File: src/rtl/shift_unit.sv
// Pipelined barrel shifter (SLL/SRL/SRA/ROTR) for the open_mips EX stage.
// The log-shifter levels are spread over STAGES register stages that advance or stall together.

module shift_stage #(
  parameter int WIDTH   = 32,
  parameter int SHAMT_W = 5,
  parameter int STAGES  = 1,
  parameter int IDX     = 0
) (
  input  logic [1:0]         op,
  input  logic               sign,
  input  logic [SHAMT_W-1:0] shamt,
  input  logic [WIDTH-1:0]   din,
  output logic [WIDTH-1:0]   dout
);
  // Level k shifts by 2^k and belongs to stage floor(k*STAGES/SHAMT_W).
  always_comb begin
    dout = din;
    for (int k = 0; k < SHAMT_W; k++) begin
      if (((k * STAGES) / SHAMT_W) == IDX && shamt[k]) begin
        case (op)
          2'b00:   dout = dout << (1 << k);
          2'b01:   dout = dout >> (1 << k);
          // Fill from the original operand's sign, not the partial result.
          2'b10:   dout = (dout >> (1 << k)) | (sign ? ~({WIDTH{1'b1}} >> (1 << k)) : '0);
          default: dout = (dout >> (1 << k)) | (dout << (WIDTH - (1 << k)));
        endcase
      end
    end
  end
endmodule

module shift_unit #(
  parameter int WIDTH   = 32,
  parameter int SHAMT_W = $clog2(WIDTH),
  parameter int STAGES  = 1,
  parameter int TAG_W   = 5
) (
  input  logic               clk,
  input  logic               rst,
  input  logic               in_valid,
  output logic               in_ready,
  input  logic [1:0]         in_op,
  input  logic [WIDTH-1:0]   in_data,
  input  logic [SHAMT_W-1:0] in_shamt,
  input  logic [TAG_W-1:0]   in_tag,
  input  logic               flush,
  output logic               out_valid,
  input  logic               out_ready,
  output logic [WIDTH-1:0]   out_data,
  output logic [TAG_W-1:0]   out_tag,
  output logic               busy
);
  logic              en;
  logic [STAGES:1]   vld_pipe;

  assign out_valid = vld_pipe[STAGES];
  assign en        = !out_valid || out_ready;
  assign in_ready  = en;
  assign busy      = |vld_pipe;

  // Whole pipeline moves as a unit; bubbles are kept, flush wins over everything.
  always_ff @(posedge clk or negedge rst) begin
    if (!rst)       vld_pipe <= '0;
    else if (flush) vld_pipe <= '0;
    else if (en)    vld_pipe <= STAGES'({vld_pipe, in_valid});
  end

  for (genvar g = 0; g < STAGES; g++) begin : stg
    logic [1:0]         op_i;
    logic               sgn_i;
    logic [SHAMT_W-1:0] sh_i;
    logic [TAG_W-1:0]   tag_i, tag_q;
    logic [WIDTH-1:0]   dat_i, dat_o, dat_q;

    if (g == 0) begin : head
      assign op_i  = in_op;
      assign sgn_i = in_data[WIDTH-1];
      assign sh_i  = in_shamt;
      assign tag_i = in_tag;
      assign dat_i = in_data;
    end else begin : link
      assign op_i  = stg[g-1].mid.op_q;
      assign sgn_i = stg[g-1].mid.sgn_q;
      assign sh_i  = stg[g-1].mid.sh_q;
      assign tag_i = stg[g-1].tag_q;
      assign dat_i = stg[g-1].dat_q;
    end

    shift_stage #(
      .WIDTH(WIDTH), .SHAMT_W(SHAMT_W), .STAGES(STAGES), .IDX(g)
    ) u_lvl (
      .op(op_i), .sign(sgn_i), .shamt(sh_i), .din(dat_i), .dout(dat_o)
    );

    always_ff @(posedge clk or negedge rst) begin
      if (!rst) begin
        dat_q <= '0;
        tag_q <= '0;
      end else if (en) begin
        dat_q <= dat_o;
        tag_q <= tag_i;
      end
    end

    // Control fields are only needed by later stages, so the last stage drops them.
    if (g < STAGES - 1) begin : mid
      logic [1:0]         op_q;
      logic               sgn_q;
      logic [SHAMT_W-1:0] sh_q;
      always_ff @(posedge clk or negedge rst) begin
        if (!rst) begin
          op_q  <= '0;
          sgn_q <= 1'b0;
          sh_q  <= '0;
        end else if (en) begin
          op_q  <= op_i;
          sgn_q <= sgn_i;
          sh_q  <= sh_i;
        end
      end
    end
  end

  assign out_data = stg[STAGES-1].dat_q;
  assign out_tag  = stg[STAGES-1].tag_q;
endmodule
File: config.mk
export PLATFORM = sky130hd
export DESIGN_NAME = shift_unit
export DESIGN_NICKNAME = d
export VERILOG_FILES = /design/src/rtl/shift_unit.sv
export SDC_FILE = /design/constraint.sdc
export NUM_CORES = 1
export LEC_CHECK = 0
export ABC_AREA = 1
export BUFFER_PORTS_ARGS = -buffer_cell sky130_fd_sc_hd__buf_2
export CORE_MARGIN = 10
export CORE_UTILIZATION = 45
export DETAILED_ROUTE_END_ITERATION = 10
export PLACE_DENSITY = 0.67
export SYNTH_ARGS = -nofsm -noshare
export SYNTH_HDL_FRONTEND = slang
export SYNTH_SLANG_ARGS = --single-unit
File: constraint.sdc
create_clock -name clk -period 1.4 [get_ports clk]
set_input_delay 0.21 -clock clk [delete_from_list [all_inputs] [get_ports clk]]
set_output_delay 0.21 -clock clk [all_outputs]
set_load 0.02 [all_outputs]
==> results of run 1 <==
worst max-delay path: cells and delay by family:
kind	cells	cell delay, ns
and+or+nand+nor	12	1.22
buffers and inverters	3	0.43
repair_timing:
| item | in CTS | in global routing |
|---|---|---|
| setup buffers | 11 | 10 |
| hold buffers | 1 | 0 |
| hold endpoints to repair | 38 | 0 |
| pin swaps | 77 | 85 |
| gates cloned | 4 | 2 |
| resized for setup | 153 | 155 |
| setup endpoints to repair | 33 | 33 |
worst max-delay path by stage:
stage | from | to | slack (ns)
6_report | in_op[1] | out_data[26] | -0.27
4_1_cts | in_op[0] | out_data[26] | -0.15
3_5_place_dp | in_op[1] | out_data[20] | -0.56
5_1_grt | in_op[1] | out_data[24] | -0.34
3_3_place_gp | in_op[0] | out_data[19] | -0.54
2_1_floorplan | in_op[1] | out_data[29] | -0.05
flip-flops by register name, indices dropped and copies added, names as in the netlist:
register,flops
out_tag,5
busy,1
out_data,32
layer usage:
| metal | vias to the layer above | routed length (µm) | global-route usage |
|---|---|---|---|
| met1 | 3267 | 8290 | 0.318 |
| met2 | 500 | 10500 | 0.440 |
| met3 | 139 | 2500 | 0.0401 |
| met5 | - | 0 | 0 |
| li1 | 3223 | - | - |
| met4 | 0 | 1210 | 0.103 |
layout by cell type, fill, tap and decap left out, types with 2 or more instances in the layout:
cell type,netlist,layout
o21ai_1,14,8
nand2_1,397,286
inv_2,9,9
buf_4,5,71
a21oi_2,1,13
buf_12,0,21
nor2_2,7,4
a21oi_1,32,20
buf_6,5,10
dfrtp_1,38,38
bufinv_16,0,2
inv_1,44,41
o21ai_0,6,3
o211ai_2,2,2
o211ai_1,5,5
o21ai_2,3,12
nor2_4,0,5
clkbuf_8,0,5
nand3_4,0,34
nand3_1,187,71
nand2_2,1,100
buf_8,0,4
buf_16,0,3
inv_4,0,2
nand3_2,22,104
buf_2,22,84
clkbuf_16,0,2
nor2_1,17,16
nand4_1,38,38
nand2_4,1,12
power groups by stage:
stage / logic, mW / clock network, mW / registers [mW]
floorplan: 1.31 / 0 / 1.55
global placement: 2.35 / 0 / 1.35
detailed placement: 2.36 / 0 / 1.35
CTS: 2.66 / 1.16 / 1.33
global route: 3.28 / 1.20 / 1.35
finish: 3.07 / 1.13 / 1.33
layout make-up:
cell class,instances,area (µm²)
well taps,136,170
multi-input cells,736,4690
clock buffers,5,68.8
flip-flops and latches,38,951
fillers,767,2510
repair buffers,196,1690
clock inverters,3,68.8
inverters,55,224
stage by stage:
stage / cell area [µm²] / std cells / TNS (ns) / worst slack, ns
5_1_grt: 7860 / 1169 / -8.44 / -0.343
6_report: 7860 / 1169 / -5.91 / -0.273
2_1_floorplan: 5040 / 878 / -0.765 / -0.0485
4_1_cts: 7040 / 1157 / -3.46 / -0.148
3_5_place_dp: 6120 / 1133 / -16.39 / -0.564
3_3_place_gp: 6120 / 1133 / -15.71 / -0.538
cells by family (layout without fill, tap and decap cells):
group,Yosys count,count (layout)
DFF,38,38
and+or+nand+nor,671,672
buffers and inverters,105,259
AOI/OAI and AO/OA,64,64
==> metrics, run 1 <==
Die ar. approximately 0.015 mm²; Critical Path Sink Type flop; Int Pwr between 3 and 4 mW; RSZ-0062 raised after global routing yes; cell with the most instances after synthesis nand2_1; R2R Path End out_data[24]; placed wire-length estimate between 10 and 15 mm; top post-synthesis cells by area nand2_1 (31%), dfrtp_1 (20%), nand3_1 (19%); failing checks negative setup slack; Mapped Cells about 880; sequential power share 0.240; final hold viol count 0; drt pass-1 iters 5; WL final between 20 and 25 mm; CTS HTree Levels 2; synthesized net count between 900 and 1000; gpl congestion ~1.1; Compound-Gate Fraction of Synth Area 0.0755; pins over their slew limit 0; synthesized area per cell ~5.5 µm²; Period minus WS final 1.67 ns; mux cell area share after synthesis 0; largest family of logic cells by synthesized area simple AND/OR/NAND/NOR gates; pwr/cell area about 700 mW/mm²; ANT nets after route 0; WHS 0.0616 ns; initial DRC count approximately 810; hold path cells 2; Crit-path slowest cell nand4_1; WL per Instance 19.2 µm; min-delay src flush; Worst Hold End busy; clock tree sinks 38; Main synth FF type dfrtp_1; Root Buffer Master clkbuf_8; Slowest Stage Delay on Critical Path about 0.21 ns; clk_skew roughly 0.0040 ns; crit-path cells buf_8 > nor2_4 > buf_6 > buf_16 > nand2_2 > nand3_4 > nand2_2 > nand2_2 > nand4_1 > nand4_1 > nand3_2 > nand2_1 > nand2_1 > nand3_2 > nand2_1; crit path DAT 1.87 ns; simple-gate share of the synthesized area 0.628; Clock Tree Buf Depth 2; Final Util 0.758; Die Span Y approximately 120 µm; final setup fails 32; routed vias/inst around 6.1; total track usage 0.258; worst r2r src busy; layout cells sized above 1 0.488; Clock power frac 0.204; Tcrit/Tclk final 1.19; total power between 5 and 6 mW; Fmax 598 MHz; outcome complete, but fails checks; YS warnings 0; drt drc 0; share of flip-flops with an asynchronous set or reset 1.00; largest net degree at the start of global routing 39; I/O pin count a little under 90; max-cap violations 0; Clock Latency Late Sink about 0.30 ns; Net Sw Frac 0.440; Site Rows 37; Synth Area in XOR/XNOR 0; slew at the pin closest to its max-slew limit 0.365 ns; post-synth top area share 0.309; first-pass GRT wire length approximately 32 mm; max_slew headroom 0.756; # nets final 1081; Buffers on Ports 88; synthesized area around 0.0048 mm²; total CTS buffers 5; Net Switching 2.44 mW; startpoint types primary input; Final WS setup -0.273 ns; Synth area leader nand2_1; EDFF count, synth 0; CP max FO 8; TritonCTS clock tree yes; critical path class in2reg; Synth cell types 26; Crit path required time 1.59 ns; sequential area share after synthesis 0.197; antenna cells 0; Die W about 120 µm; Initial Utilization 0.465; core area a little over 0.01 mm²; Leak 4.03 nW; total number of vias between 7000 and 8000; #FFs+latches synth 38; Area Overhead vs Synth 63.0%; Adder-Cell Fraction of Synth Area 0; Reg2Reg Depth 9; combinational power share 0.555; VDD IR max ~540 µV; FF-to-FF setup slack around 0.19 ns; initial antenna violation count 0; vias in the first global route roughly 6500; type of the worst min-delay path in2reg; total gr overflow 0; clock-pin transition on the worst setup and hold timing paths ~0.08 ns; commonest cells in the netlist nand2_1 (397), nand3_1 (187), inv_1 (44), dfrtp_1 (38), nand4_1 (38)
Note: power is estimated with default switching activity, not from simulation.
==> inputs of run 2 (changes only) <==
--- a/config.mk
+++ b/config.mk
@@ -8,9 +8,10 @@
 export ABC_AREA = 1
 export BUFFER_PORTS_ARGS = -buffer_cell sky130_fd_sc_hd__buf_2
 export CORE_MARGIN = 10
-export CORE_UTILIZATION = 45
+export CORE_UTILIZATION = 58
 export DETAILED_ROUTE_END_ITERATION = 10
-export PLACE_DENSITY = 0.67
+export PLACE_DENSITY = 0.83
+export SETUP_SLACK_MARGIN = 0.1
 export SYNTH_ARGS = -nofsm -noshare
 export SYNTH_HDL_FRONTEND = slang
 export SYNTH_SLANG_ARGS = --single-unit
==> metrics, run 2 <==
largest net degree at the start of global routing slightly above 40; total CTS buffers 5; Clock Tree Buf Depth 2; total track usage 0.597; Synth cell types 26; commonest cells in the netlist nand2_1 (397), nand3_1 (187), inv_1 (44), dfrtp_1 (38), nand4_1 (38); clock tree sinks 38; setup slack at placement -0.620 ns; Initial Utilization 0.593; placed instance area between 0.005 and 0.006 mm²; Synth area leader nand2_1; EDFF count, synth 0; Main synth FF type dfrtp_1; Die Span Y 111 µm; placed cells 1090; Die W between 100 and 150 µm; placed wire-length estimate around 15 mm; synthesized area around 0.0048 mm²; Mapped Cells around 880; synthesized net count a little over 900; I/O pin count around 90; post-synth top area share 0.309; total gr overflow 2; top post-synthesis cells by area nand2_1 (31%), dfrtp_1 (20%), nand3_1 (19%); synthesized area per cell 5.49 µm²; YS warnings 0; First Err [ERROR GRT-0232] Routing congestion too high. Check the congestion heatmap in the GUI.; Stopped at global routing; sequential area share after synthesis 0.197; CTS HTree Levels 2; category of the worst endpoint register input; Buffers on Ports 88; #FFs+latches synth 38; gpl congestion around 1.0; Site Rows 33; cell with the most instances after synthesis nand2_1; share of flip-flops with an asynchronous set or reset 1.00; Root Buffer Master clkbuf_8; outcome stopped before the end; grt repair worst endpoint out_data[27]$_DFFE_PN0P_/D
[run 2: stage by stage]
stage	hold slack, ns	util
3_3_place_gp	0.0215	0.735
3_5_place_dp	0.0230	0.735
2_1_floorplan	-0.0856	-
4_1_cts	0.0601	0.853
[run 2: layer usage]
metal / GRT overflow / GRT usage
met1: 0 / 0.591
met2: 1 / 0.744
met3: 0 / 0.485
met4: 1 / 0.538
met5: 0 / 0.250
[run 2: what timing repair did]
action / CTS
pin swaps: 63
buffers inserted: 9
hold buffers: 1
hold endpoints to repair: 4
endpoints found under the setup margin: 33
cloned: 5
resized for setup: 149
[run 2: cells by family after synthesis]
family	after synthesis	synth area share
AO/OA/AOI/OAI	64	0.0755
buffers and inverters	105	0.0991
flip-flops	38	0.197
AND/OR/NAND/NOR	671	0.628
==> inputs of run 3 (changes only) <==
--- a/config.mk
+++ b/config.mk
@@ -8,10 +8,9 @@
 export ABC_AREA = 1
 export BUFFER_PORTS_ARGS = -buffer_cell sky130_fd_sc_hd__buf_2
 export CORE_MARGIN = 10
-export CORE_UTILIZATION = 58
+export CORE_UTILIZATION = 40
 export DETAILED_ROUTE_END_ITERATION = 10
-export PLACE_DENSITY = 0.83
-export SETUP_SLACK_MARGIN = 0.1
+export PLACE_DENSITY_LB_ADDON = 0.15
 export SYNTH_ARGS = -nofsm -noshare
 export SYNTH_HDL_FRONTEND = slang
 export SYNTH_SLANG_ARGS = --single-unit
==> metrics, run 3 (synthesized netlist as in run 1, its figures left out) <==
Net Switching about 2.5 mW; Metal-1 WL 8.74 mm; CP max FO 7; Final WS setup -0.285 ns; sequential power share 0.234; largest net degree at the start of global routing 39; total number of vias 6967; combinational power share 0.541; first-pass GRT wire length approximately 32 mm; total track usage 0.234; family with the most delay on the worst path simple AND/OR/NAND/NOR gates; VDD IR max roughly 600 µV; # nets final ~1100; WL per Instance 18.7 µm; clock tree sinks 38; vias in the first global route between 6000 and 7000; placed wire-length estimate between 10 and 15 mm; final hold viol count 0; Clock Tree Buf Depth 2; placed instance area slightly above 0.006 mm²; outcome complete, but fails checks; CTS HTree Levels 2; FF-to-FF setup slack 0.10 ns; gpl congestion slightly below 1; max-cap violations 0; max_slew headroom 0.669; max reg flops 32; ANT nets after route 0; worst r2r src busy; initial DRC count 722; critical path class in2reg; Die Span Y 130 µm; Root Buffer Master clkbuf_16; Worst Path Buf+Inv 4; RSZ-0062 raised after global routing yes; final setup fails 32; Net Sw Frac 0.435; Area Overhead vs Synth 65.2%; Clock Latency Late Sink 0.29 ns; Die ar. ~0.017 mm²; Clock power frac 0.225; Met2 Routed Length 10.7 mm; min-delay src flush; Leak 4.06 nW; routed vias/inst between 5 and 6; Reg2Reg Depth 7; pins over their slew limit 0; Non-Filler Cell Area, Final between 0.007 and 0.008 mm²; I/O pin count between 80 and 90; Tcrit/Tclk final 1.20; met3 routed WL between 1.5 and 2 mm; WHS 0.0697 ns; layout cells sized above 1 0.488; Initial Utilization 0.405; drt drc 0; Slowest Stage Delay on Critical Path about 0.23 ns; Die W between 100 and 150 µm; Fmax ~600 MHz; Worst Hold End busy; hold path cells 2; WL final between 20 and 25 mm; total CTS buffers 5; total gr overflow 0; antenna cells 0; Period minus WS final between 1.5 and 2 ns; Buffers on Ports 88; startpoint types primary input; drt pass-1 iters 5; failing checks negative setup slack; clock-pin transition on the worst setup and hold timing paths ~0.060 ns; Final Util 0.669; most frequent cells in the layout nand2_1 (291), nand3_2 (94), nand2_2 (93), buf_2 (85), buf_4 (84); Int Pwr 3.25 mW; clk_skew around 0.0027 ns; DR top layer met4; Site Rows 40; TritonCTS clock tree yes; pwr/cell area approximately 720 mW/mm²; core area approximately 0.012 mm²; type of the worst min-delay path in2reg; commonest non-fill, non-tap cell in the layout nand2_1; R2R Path End out_data[9]; initial antenna violation count 0; crit path DAT between 1.5 and 2 ns; crit-path cells buf_8 > nor2_4 > buf_12 > buf_12 > nand2_4 > nand3_4 > o211ai_1 > nand4_1 > nand2_2 > o21ai_2 > inv_1 > nand2_2 > nand3_1 > nand3_1 > nand2_1; Crit-path slowest cell nand4_1; Critical Path Sink Type flop; slew at the pin closest to its max-slew limit 0.497 ns; Crit path required time around 1.6 ns
[run 3: layout make-up]
cell class              count  area (µm²)
multi-input cells         736        4800
flip-flops and latches     38         951
clock inverters             3        40.0
repair buffers            201        1640
clock buffers               5         125
inverters                  55         226
well taps                 147         184
fillers                  1039        3940
[run 3: stage by stage]
stage          total power, mW  cells  TNS [ns]  setup WS [ns]
6_report                  5.75   1185     -6.66         -0.285
2_1_floorplan             2.86    878    -0.765        -0.0485
3_3_place_gp              3.69   1145    -16.45         -0.585
5_1_grt                   6.06   1185     -9.66         -0.389
3_5_place_dp              3.70   1145    -16.92         -0.615
4_1_cts                   5.29   1168     -4.76         -0.221
[run 3: what timing repair did]
item,CTS,global route
gates resized for setup,131,183
setup endpoints to repair,33,33
endpoints found under the hold margin,38,0
cloned,3,5
pin swaps,54,97
setup buffers,11,15
hold buffers,1,0
[run 3: worst max-delay path by stage]
stage	from	end	slack, ns	cells after the start
after floorplan	in_op[1]	out_data[29]	-0.05	15
final	in_op[1]	out_data[27]	-0.29	15
after detailed placement	in_op[0]	out_data[8]	-0.61	15
after CTS	in_op[0]	out_data[8]	-0.22	15
after global routing	in_op[1]	out_data[24]	-0.39	17
after global placement	in_op[1]	out_data[29]	-0.59	16
[run 3: power by group through the flow]
| stage | registers (mW) | logic [mW] | clock network, mW |
|---|---|---|---|
| floorplan | 1.55 | 1.31 | 0 |
| global placement | 1.36 | 2.34 | 0 |
| detailed placement | 1.36 | 2.34 | 0 |
| CTS | 1.34 | 2.64 | 1.30 |
| global route | 1.37 | 3.34 | 1.36 |
| finish | 1.34 | 3.11 | 1.29 |
[run 3: routing by layer]
layer | global-route usage | up-vias
met5 | 0 | -
met4 | 0.0820 | 0
met3 | 0.0438 | 80
met2 | 0.383 | 374
met1 | 0.301 | 3271
li1 | - | 3242
==> inputs of run 4 (changes only) <==
--- a/config.mk
+++ b/config.mk
@@ -9,6 +9,7 @@
 export BUFFER_PORTS_ARGS = -buffer_cell sky130_fd_sc_hd__buf_2
 export CORE_MARGIN = 10
 export CORE_UTILIZATION = 40
+export CTS_BUF_LIST = sky130_fd_sc_hd__clkbuf_4 sky130_fd_sc_hd__clkbuf_8
 export DETAILED_ROUTE_END_ITERATION = 10
 export PLACE_DENSITY_LB_ADDON = 0.15
 export SYNTH_ARGS = -nofsm -noshare
==> metrics, run 4 (synthesized netlist as in run 1, its figures left out) <==
drt drc 0; placed cells approximately 1100; placed wire-length estimate 14.6 mm; crit-path cells buf_8 > nor2_4 > buf_12 > buf_12 > nand2_4 > nand3_4 > buf_6 > o21ai_2 > nand2_2 > nand2_1 > nand2_2 > nand2_2 > o21ai_1 > inv_1 > nand2_1 > nand3_1 > nand3_2 > nand2_1; Worst Path Buf+Inv 5; Site Rows 40; clk_skew roughly 0.0030 ns; largest net degree at the start of global routing 39; clock tree sinks 38; Post-Route Setup TNS -5.42 ns; pins over their slew limit 0; Clock Tree Buf Depth 2; layout cells sized above 1 0.439; max reg flops 32; pwr/cell area approximately 690 mW/mm²; Period minus WS final 1.62 ns; max-cap violations 0; setup slack at placement -0.615 ns; # nets final 1078; drt pass-1 iters 5; Final WS setup -0.224 ns; first-pass GRT wire length between 30 and 40 mm; routed vias/inst around 5.7; slew at the pin closest to its max-slew limit about 0.50 ns; Leak 3.92 nW; commonest non-fill, non-tap cell in the layout nand2_1; core area around 0.012 mm²; Final Non-Filler Cells ~1200; ANT nets after route 0; Tcrit/Tclk final 1.16; clock-pin transition on the worst setup and hold timing paths ~0.080 ns; total gr overflow 0; Die W between 100 and 150 µm; R2R Path End out_data[9]; Crit-path slowest cell buf_12; Final Util 0.627; RSZ-0062 raised after global routing yes; Root Buffer Master clkbuf_8; crit path DAT approximately 1.8 ns; Crit path required time 1.60 ns; CTS HTree Levels 2; startpoint types primary input; Fmax between 600 and 700 MHz; Reg2Reg Depth 7; WL per Instance approximately 18 µm; final hold viol count 0; placed instance area about 0.0061 mm²; gpl congestion 0.993; antenna cells 0; outcome complete, but fails checks; Initial Utilization 0.405; min-delay src flush; Die Span Y approximately 130 µm; type of the worst min-delay path in2reg; Critical Path Sink Type flop; max_slew headroom 0.668; Slowest Stage Delay on Critical Path ~0.17 ns; I/O pin count ~90; worst r2r src busy; Die ar. roughly 0.017 mm²; failing checks negative setup slack; Non-Filler Cell Area, Final 0.00747 mm²; total number of vias 6718; Area Overhead vs Synth 55.0%; Buffers on Ports 88; FF-to-FF setup slack approximately 0.10 ns; total track usage 0.232; VDD IR max 462 µV; final setup fails 32; Clock Latency Late Sink about 0.30 ns; hold path cells 2; WL final between 20 and 25 mm; TritonCTS clock tree yes; critical path class in2reg; initial antenna violation count 0; total CTS buffers 5; vias in the first global route about 6300; CP max FO 7; most frequent cells in the layout nand2_1 (313), nand3_2 (96), nand3_1 (89), buf_2 (84), buf_4 (78); initial DRC count 689; family with the most delay on the worst path simple AND/OR/NAND/NOR gates; Worst Hold End busy
-- run 4: how the worst max path moves through the flow --
stage | start | endpoint | slack (ns) | depth (start not counted)
3_3_place_gp | in_op[1] | out_data[29] | -0.59 | 16
4_1_cts | in_op[0] | out_data[8] | -0.20 | 15
2_1_floorplan | in_op[1] | out_data[29] | -0.05 | 15
6_report | in_op[1] | out_data[25] | -0.22 | 18
5_1_grt | in_op[1] | out_data[14] | -0.36 | 17
3_5_place_dp | in_op[0] | out_data[8] | -0.61 | 15
-- run 4: layout make-up --
type,instances,area (µm²)
tap,147,184
multi-input combinational,736,4440
clock inverter,3,40.0
clock buffer,5,68.8
inverter,55,221
timing repair buffer,192,1560
fill,1147,4440
sequential,38,951
timing repair inverter,1,5.00
-- run 4: power by group --
group / internal, mW / switching [mW] / total [mW] / leakage, nW
registers: 1.25 / 0.0859 / 1.34 / 0.455
logic: 1.08 / 1.82 / 2.89 / 3.40
clock network: 0.525 / 0.423 / 0.948 / 0.0579
total: 2.86 / 2.33 / 5.18 / 3.92
-- run 4: timing repair --
action / 4_1_cts / 5_1_grt
resized for setup: 136 / 98
setup endpoints to repair: 33 / 33
setup buffers: 7 / 9
pin swaps: 46 / 48
hold buffers: 1 / 0
endpoints found under the hold margin: 38 / 0
cloned: 4 / 4
-- run 4: metrics by stage --
stage                     power (mW)  hold WS (ns)
after floorplan                 2.86       -0.0856
after global placement          3.69         0.289
after detailed placement        3.70         0.292
after CTS                       4.93        0.0479
after global routing            5.51        0.0435
final                           5.18        0.0496
-- run 4: per-layer routing --
layer / part of all wire / up-vias / GRT usage
li1: - / 3216 / -
met2: 0.48 / 293 / 0.383
met4: 0.033 / 0 / 0.0615
met3: 0.071 / 63 / 0.0475
met1: 0.42 / 3146 / 0.300
met5: 0 / - / 0
